--- src/rtl/stopwatch_ctrl_if.sv ---
// Control bus between the stopwatch sequencer (master) and the 8-bit counter core (slave).
interface stopwatch_ctrl_if;
   logic       ctr_ce;
   logic       ctr_up;
   logic       ctr_sclr;
   logic       ctr_load;
   logic [7:0] ctr_din;
   logic [7:0] count;

   modport master (
      output ctr_ce, ctr_up, ctr_sclr, ctr_load, ctr_din,
      input  count
   );

   modport slave (
      input  ctr_ce, ctr_up, ctr_sclr, ctr_load, ctr_din,
      output count
   );
endinterface

--- src/rtl/stopwatch_ctrl.sv ---
// Stopwatch sequencer: button events -> counter controls, 1 s tick prescaler, lap-hold display mux.
// Lap-hold logic is built only when STOPWATCH_LAP_EN is defined.
//
// state | meaning
// IDLE  | stopped, prescaler cleared, waiting for start
// RUN   | counting, display follows count
// PAUSE | stopped, prescaler holds its partial second
// LAP   | counting, display frozen on lap_reg
// DONE  | terminal value reached, only clear exits
module stopwatch_ctrl #(
   parameter int unsigned TICK_DIV  = 5_000_000,
   parameter logic [7:0]  MAX_COUNT = 8'd99
) (
   input  logic                    clk,
   input  logic                    reset_n,
   input  logic                    btn_start,
   input  logic                    btn_lap,
   input  logic                    btn_clear,
   input  logic                    dir_dn,
   stopwatch_ctrl_if.master        ctr,
   output logic [7:0]              display,
   output logic [2:0]              state,
   output logic                    done
);

   typedef enum logic [2:0] {
      S_IDLE  = 3'd0,
      S_RUN   = 3'd1,
      S_PAUSE = 3'd2,
      S_LAP   = 3'd3,
      S_DONE  = 3'd4
   } state_t;

   localparam logic [22:0] TICK_LAST = 23'(TICK_DIV - 1);

   state_t      st;
   logic [2:0]  btn_s;
   logic [2:0]  btn_q;
   logic [22:0] presc;
   logic        ev_clear;
   logic        ev_start;
   logic        ev_lap;
   logic        tick;
   logic        running;
   logic        at_term;

`ifdef STOPWATCH_LAP_EN
   logic [7:0]  lap_reg;
   logic        resume_lap;
`endif

   // btn_s is the sample flop, btn_q the previous value: {clear, start, lap}
   assign ev_clear = btn_s[2] & ~btn_q[2];
   assign ev_start = btn_s[1] & ~btn_q[1];
   assign ev_lap   = btn_s[0] & ~btn_q[0];

   assign tick    = (presc == TICK_LAST);
   assign running = (st == S_RUN) || (st == S_LAP);
   assign at_term = ctr.ctr_up ? (ctr.count == MAX_COUNT) : (ctr.count == 8'd0);

   assign ctr.ctr_ce  = tick & running & ~at_term;
   assign ctr.ctr_din = MAX_COUNT;
   assign state       = st;

`ifdef STOPWATCH_LAP_EN
   assign display = ((st == S_LAP) || ((st == S_PAUSE) && resume_lap)) ? lap_reg : ctr.count;
`else
   assign display = ctr.count;
`endif

   always_ff @(posedge clk) begin
      if (!reset_n) begin
         btn_s        <= '0;
         btn_q        <= '0;
         st           <= S_IDLE;
         presc        <= '0;
         ctr.ctr_up   <= 1'b1;
         ctr.ctr_sclr <= 1'b0;
         ctr.ctr_load <= 1'b0;
         done         <= 1'b0;
`ifdef STOPWATCH_LAP_EN
         lap_reg      <= '0;
         resume_lap   <= 1'b0;
`endif
      end else begin
         btn_s        <= {btn_clear, btn_start, btn_lap};
         btn_q        <= btn_s;
         ctr.ctr_sclr <= 1'b0;
         ctr.ctr_load <= 1'b0;

         if (ev_clear || (st == S_IDLE) || (st == S_DONE)) begin
            presc <= '0;
         end else if (running) begin
            presc <= tick ? '0 : presc + 23'd1;
         end

         if (ev_clear) begin
            st           <= S_IDLE;
            ctr.ctr_sclr <= 1'b1;
            done         <= 1'b0;
`ifdef STOPWATCH_LAP_EN
            resume_lap   <= 1'b0;
`endif
         end else begin
            case (st)
               S_IDLE: begin
                  if (ev_start) begin
                     st           <= S_RUN;
                     ctr.ctr_up   <= ~dir_dn;
                     ctr.ctr_load <= dir_dn;
                  end
               end
               S_RUN: begin
                  if (ev_start) begin
                     st <= S_PAUSE;
`ifdef STOPWATCH_LAP_EN
                     resume_lap <= 1'b0;
`endif
                  end else if (tick && at_term) begin
                     st   <= S_DONE;
                     done <= 1'b1;
                  end else if (ev_lap) begin
`ifdef STOPWATCH_LAP_EN
                     st      <= S_LAP;
                     lap_reg <= ctr.count;
`endif
                  end
               end
`ifdef STOPWATCH_LAP_EN
               S_LAP: begin
                  if (ev_start) begin
                     st         <= S_PAUSE;
                     resume_lap <= 1'b1;
                  end else if (tick && at_term) begin
                     st   <= S_DONE;
                     done <= 1'b1;
                  end else if (ev_lap) begin
                     st <= S_RUN;
                  end
               end
`endif
               S_PAUSE: begin
                  if (ev_start) begin
`ifdef STOPWATCH_LAP_EN
                     st <= resume_lap ? S_LAP : S_RUN;
`else
                     st <= S_RUN;
`endif
                  end
               end
               S_DONE: begin
                  st <= S_DONE;
               end
               default: st <= S_IDLE;
            endcase
         end
      end
   end

endmodule

--- src/flat_wrapper.sv ---
// flat-port wrapper written by rule: the top's interface ports become plain ports
module stopwatch_ctrl_flat 
#(
   parameter int unsigned TICK_DIV  = 5_000_000,
   parameter logic [7:0]  MAX_COUNT = 8'd99
)
  (clk, reset_n, btn_start, btn_lap, btn_clear, dir_dn, display, state, done, ctr_ctr_ce, ctr_ctr_up, ctr_ctr_sclr, ctr_ctr_load, ctr_ctr_din, ctr_count);
  stopwatch_ctrl_if ctr_i ();
  input  logic clk;
  input  logic reset_n;
  input  logic btn_start;
  input  logic btn_lap;
  input  logic btn_clear;
  input  logic dir_dn;
  output logic [7:0] display;
  output logic [2:0] state;
  output logic done;
  output wire logic [$bits(ctr_i.ctr_ce)-1:0] ctr_ctr_ce;
  output wire logic [$bits(ctr_i.ctr_up)-1:0] ctr_ctr_up;
  output wire logic [$bits(ctr_i.ctr_sclr)-1:0] ctr_ctr_sclr;
  output wire logic [$bits(ctr_i.ctr_load)-1:0] ctr_ctr_load;
  output wire logic [$bits(ctr_i.ctr_din)-1:0] ctr_ctr_din;
  input wire logic [$bits(ctr_i.count)-1:0] ctr_count;
  assign ctr_ctr_ce = ctr_i.ctr_ce;
  assign ctr_ctr_up = ctr_i.ctr_up;
  assign ctr_ctr_sclr = ctr_i.ctr_sclr;
  assign ctr_ctr_load = ctr_i.ctr_load;
  assign ctr_ctr_din = ctr_i.ctr_din;
  assign ctr_i.count = ctr_count;
  stopwatch_ctrl #(.TICK_DIV(TICK_DIV), .MAX_COUNT(MAX_COUNT)) u_core (.clk(clk), .reset_n(reset_n), .btn_start(btn_start), .btn_lap(btn_lap), .btn_clear(btn_clear), .dir_dn(dir_dn), .ctr(ctr_i), .display(display), .state(state), .done(done));
endmodule
--- config.mk ---
export PLATFORM = sky130hd
export DESIGN_NAME = stopwatch_ctrl_flat
export DESIGN_NICKNAME = d
export VERILOG_FILES = /design/src/rtl/stopwatch_ctrl_if.sv /design/src/rtl/stopwatch_ctrl.sv /design/src/flat_wrapper.sv
export SDC_FILE = /design/constraint.sdc
export NUM_CORES = 1
export LEC_CHECK = 0
export CORE_MARGIN = 2
export CORE_UTILIZATION = 25
export CTS_CLUSTER_DIAMETER = 60
export DETAILED_ROUTE_END_ITERATION = 16
export PLACE_DENSITY_LB_ADDON = 0.05
export RECOVER_POWER = 25
export SLEW_MARGIN = 20
export SYNTH_ARGS = -nofsm -noshare
export SYNTH_HDL_FRONTEND = slang
export SYNTH_SLANG_ARGS = --single-unit
--- constraint.sdc ---
create_clock -name clk -period 2.7 [get_ports clk]
set_clock_uncertainty 0.2 [all_clocks]
set_input_delay 0.27 -clock clk [delete_from_list [all_inputs] [get_ports clk]]
set_output_delay 0.27 -clock clk [all_outputs]
set_load 0.01 [all_outputs]
==> run metrics <==
synth unique cells 40; GP Congestion a little under 0.8; slowest cell on the critical path clkdlybuf4s50_1; port bufs 28; largest net degree at the start of global routing 21; Slew Limit Fails 0; final WL between 4000 and 5000 um; synthesized cell area around 1700 sq um; Final setup viols 0; DRT iter0 DRCs 37; DRC viols 0; unrepaired setup endpoints after global routing no; Critical Path Sink Type output port; fmax between 0.3 and 0.4 GHz; Req. time, crit path approximately 2.2 ns; VDD IR max between 0.2 and 0.25 mV; Post-DP Area between 2000 and 2500 sq um; ys async rst share 0%; WHS Path Cells 1; Primary FF master, synth dfxtp_1; Via-to-Cell Ratio 4.851; most frequent CP cell clkdlybuf4s50_1; core area slightly below 7000 sq um; Root Driver clkbuf_8; Synth area leader dfxtp_1; Longest Clk Path Bufs 2; P_leak between 0.7 and 0.8 nW; PD cells 452.5 nW/um^2; initial antenna violation count 0; Routed WL per cell ~13 um; later-pin clock latency in the skew report 0.28 ns; CP cell instances clkdlybuf4s50_1 > and4_1 > mux2i_2 > nor2_1 > nor4_2 > clkdlybuf4s50_1; Cells after Synth between 150 and 200; first-pass GRT wire length 6644 um; hold crit path type register to register; CP Launch Type primary input; GRT overflow 0; CP Class primary input to output port; CTS sink count 34; hold-fix buffers at CTS 0; sequential fraction of the synthesis area about two fifths; Final period util between 90% and 100%; register clock-pin slew on the reported worst setup and hold paths roughly 0.06 ns; status completed; post-layout min period around 2.6 ns; HP Start u_core.btn_q[2]$_SDFF_PN0_; Worst path max stage delay approximately 0.60 ns; worst flop-to-flop path startpoint u_core.state[0]$_SDFFE_PP0P_; share of layout cells above drive strength 1 between 10 and 15%; Syn-to-layout area delta 22.21%; placed wire-length estimate between 2000 and 3000 um; Die H around 87 um; Yosys reg bits 34; number of diodes 0; FF-to-FF path depth 4; I/O Pins 38; via count 1465; CP max FO 3; top-area cell type share of the netlist area between 30% and 40%; vias in the first global route roughly 1500; Max Cap Viol 0; Die X-Extent approximately 87 um; drt first pass iters 4; CTS Buf Count 5; top cells by area, synth dfxtp_1 39%, buf_4 7.4%, a21oi_1 4.6%, or3_1 3.2%, nand2_1 3.0%; Synth warnings 0; mean area per synthesized cell 8.765 sq um; Critical Path Start ctr_count[5]; die area ~7600 sq um; post-route design area between 2000 and 2500 sq um; Fin. Hold Viols 0; CP arrival 2.14 ns; CTS tree built; final-stage net count roughly 240; Starting Density roughly a quarter; total track usage roughly 11%; row cnt 30; Final ANT Viol Nets 0; sum of negative setup slack 0 ns; H-tree levels 2; EDFF count, synth 0
-- cells in the mapped netlist (2+ instances only) --
library cell   n
inv_1          4
nand3_1        6
or3_1          9
o211ai_1       2
nand2_1       14
and3_1         4
nand4_2        2
o21ai_2        2
nor2_1        10
or4b_2         2
buf_2          4
o21ai_0        9
nor2b_1        3
nor3b_1        2
nor4_1         4
nand4_1        6
and2_1         6
xor2_1         6
dfxtp_1       34
nand4b_1       2
and4b_1        2
buf_4         17
a21oi_1       16
mux2i_1        2
or4_1          6
nand2b_1       2
conb_1         2
xnor2_1        2
and4_1         3
o31ai_1        5
-- critical path, delay by kind of cell --
| kind | cells | cell delay, ns |
|---|---|---|
| AND/OR/NAND/NOR | 3 | 0.62 |
| multiplexers | 1 | 0.20 |
| buffers and inverters | 2 | 1.04 |
-- metrics by stage --
| step | utilization [%] | hold WS [ns] | setup slack [ns] | power (W) | instances |
|---|---|---|---|---|---|
| floorplan | - | 0.1319 | 0.8116 | 0.0005692 | 204 |
| global placement | 30.02 | 0.1977 | 0.04185 | 0.0005961 | 296 |
| detailed placement | 30.02 | 0.2020 | 0.03465 | 0.0005968 | 296 |
| CTS | 31.24 | 0.2115 | 0.007650 | 0.0009738 | 302 |
| global route | 31.39 | 0.2213 | 0.004784 | 0.0009997 | 302 |
| finish | 31.39 | 0.2118 | 0.08745 | 0.0009596 | 302 |
-- report_power, final --
group | internal, W | switching (W) | total [W]
clock | 0.000197 | 0.000178 | 0.000375
combinational | 0.0000396 | 0.0000332 | 0.0000728
sequential | 0.000507 | 0.00000482 | 0.000512
-- metal layers --
layer / vias up / track usage [%] / wire, um
li1: 745 / - / -
met1: 688 / 13.32 / 1831
met2: 27 / 18.60 / 1970
met3: 5 / 2.938 / 143
met4: 0 / 4.895 / 57
met5: - / 0 / 0
-- cells in the final DEF (no fill, tap or decap), types with 4 or more instances in the layout --
master | netlist | layout
xor2_1 | 6 | 6
buf_4 | 17 | 5
nand3_1 | 6 | 6
dfxtp_1 | 34 | 34
or4_1 | 6 | 6
nand4_1 | 6 | 6
dlygate4sd3_1 | 0 | 5
o31ai_1 | 5 | 5
clkbuf_8 | 0 | 6
and3_1 | 4 | 4
a21oi_1 | 16 | 16
clkdlybuf4s50_1 | 0 | 23
or3_1 | 9 | 9
nand2_1 | 14 | 14
conb_1 | 2 | 8
o21ai_0 | 9 | 9
and2_1 | 6 | 5
inv_1 | 4 | 4
nor2_1 | 10 | 10
-- flip-flops by register name (all words and copies together), names as in the netlist --
| signal | cells |
|---|---|
| u_core.btn_q | 2 |
| u_core.ctr.ctr_up | 1 |
| u_core.ctr.ctr_sclr | 1 |
| u_core.presc | 23 |
| u_core.state | 3 |
| u_core.done | 1 |
| u_core.ctr.ctr_load | 1 |
| u_core.btn_s | 2 |
-- worst paths after layout --
kind	to	slack, ns
worst min register to register	u_core.ctr.ctr_sclr$_SDFF_PN0_	0.21
worst min-delay path	u_core.ctr.ctr_sclr$_SDFF_PN0_	0.21
worst max-delay path	ctr_ctr_ce	0.09
worst max register to register	u_core.presc[21]$_SDFFE_PP0N_	0.53
-- layout make-up --
| cell class | instances | area [sq um] |
|---|---|---|
| Fill cell | 717 | 4636 |
| Multi-Input combinational cell | 145 | 924.6 |
| Sequential cell | 34 | 680.7 |
| Timing Repair Buffer | 33 | 317.8 |
| Tap cell | 80 | 100.1 |
| Clock buffer | 6 | 82.58 |
| Inverter | 4 | 15.01 |
-- kinds of logic after synthesis --
logic type | Yosys count | synth area share, %
AO/OA/AOI/OAI | 36 | 12.04
XOR/XNOR | 8 | 4.038
adder cells (fa/ha/maj) | 1 | 0.7209
buffers and inverters | 25 | 9.372
flip-flops | 34 | 39.22
multiplexers | 2 | 1.154
other | 2 | 0.4327
AND/OR/NAND/NOR | 90 | 33.02
-- what timing repair did --
action / 4_1_cts / 5_1_grt
gates resized for setup: 0 / 2
buffers inserted: 0 / 0
setup endpoints to repair: 0 / 1
Note: power is estimated with default switching activity, not from simulation.
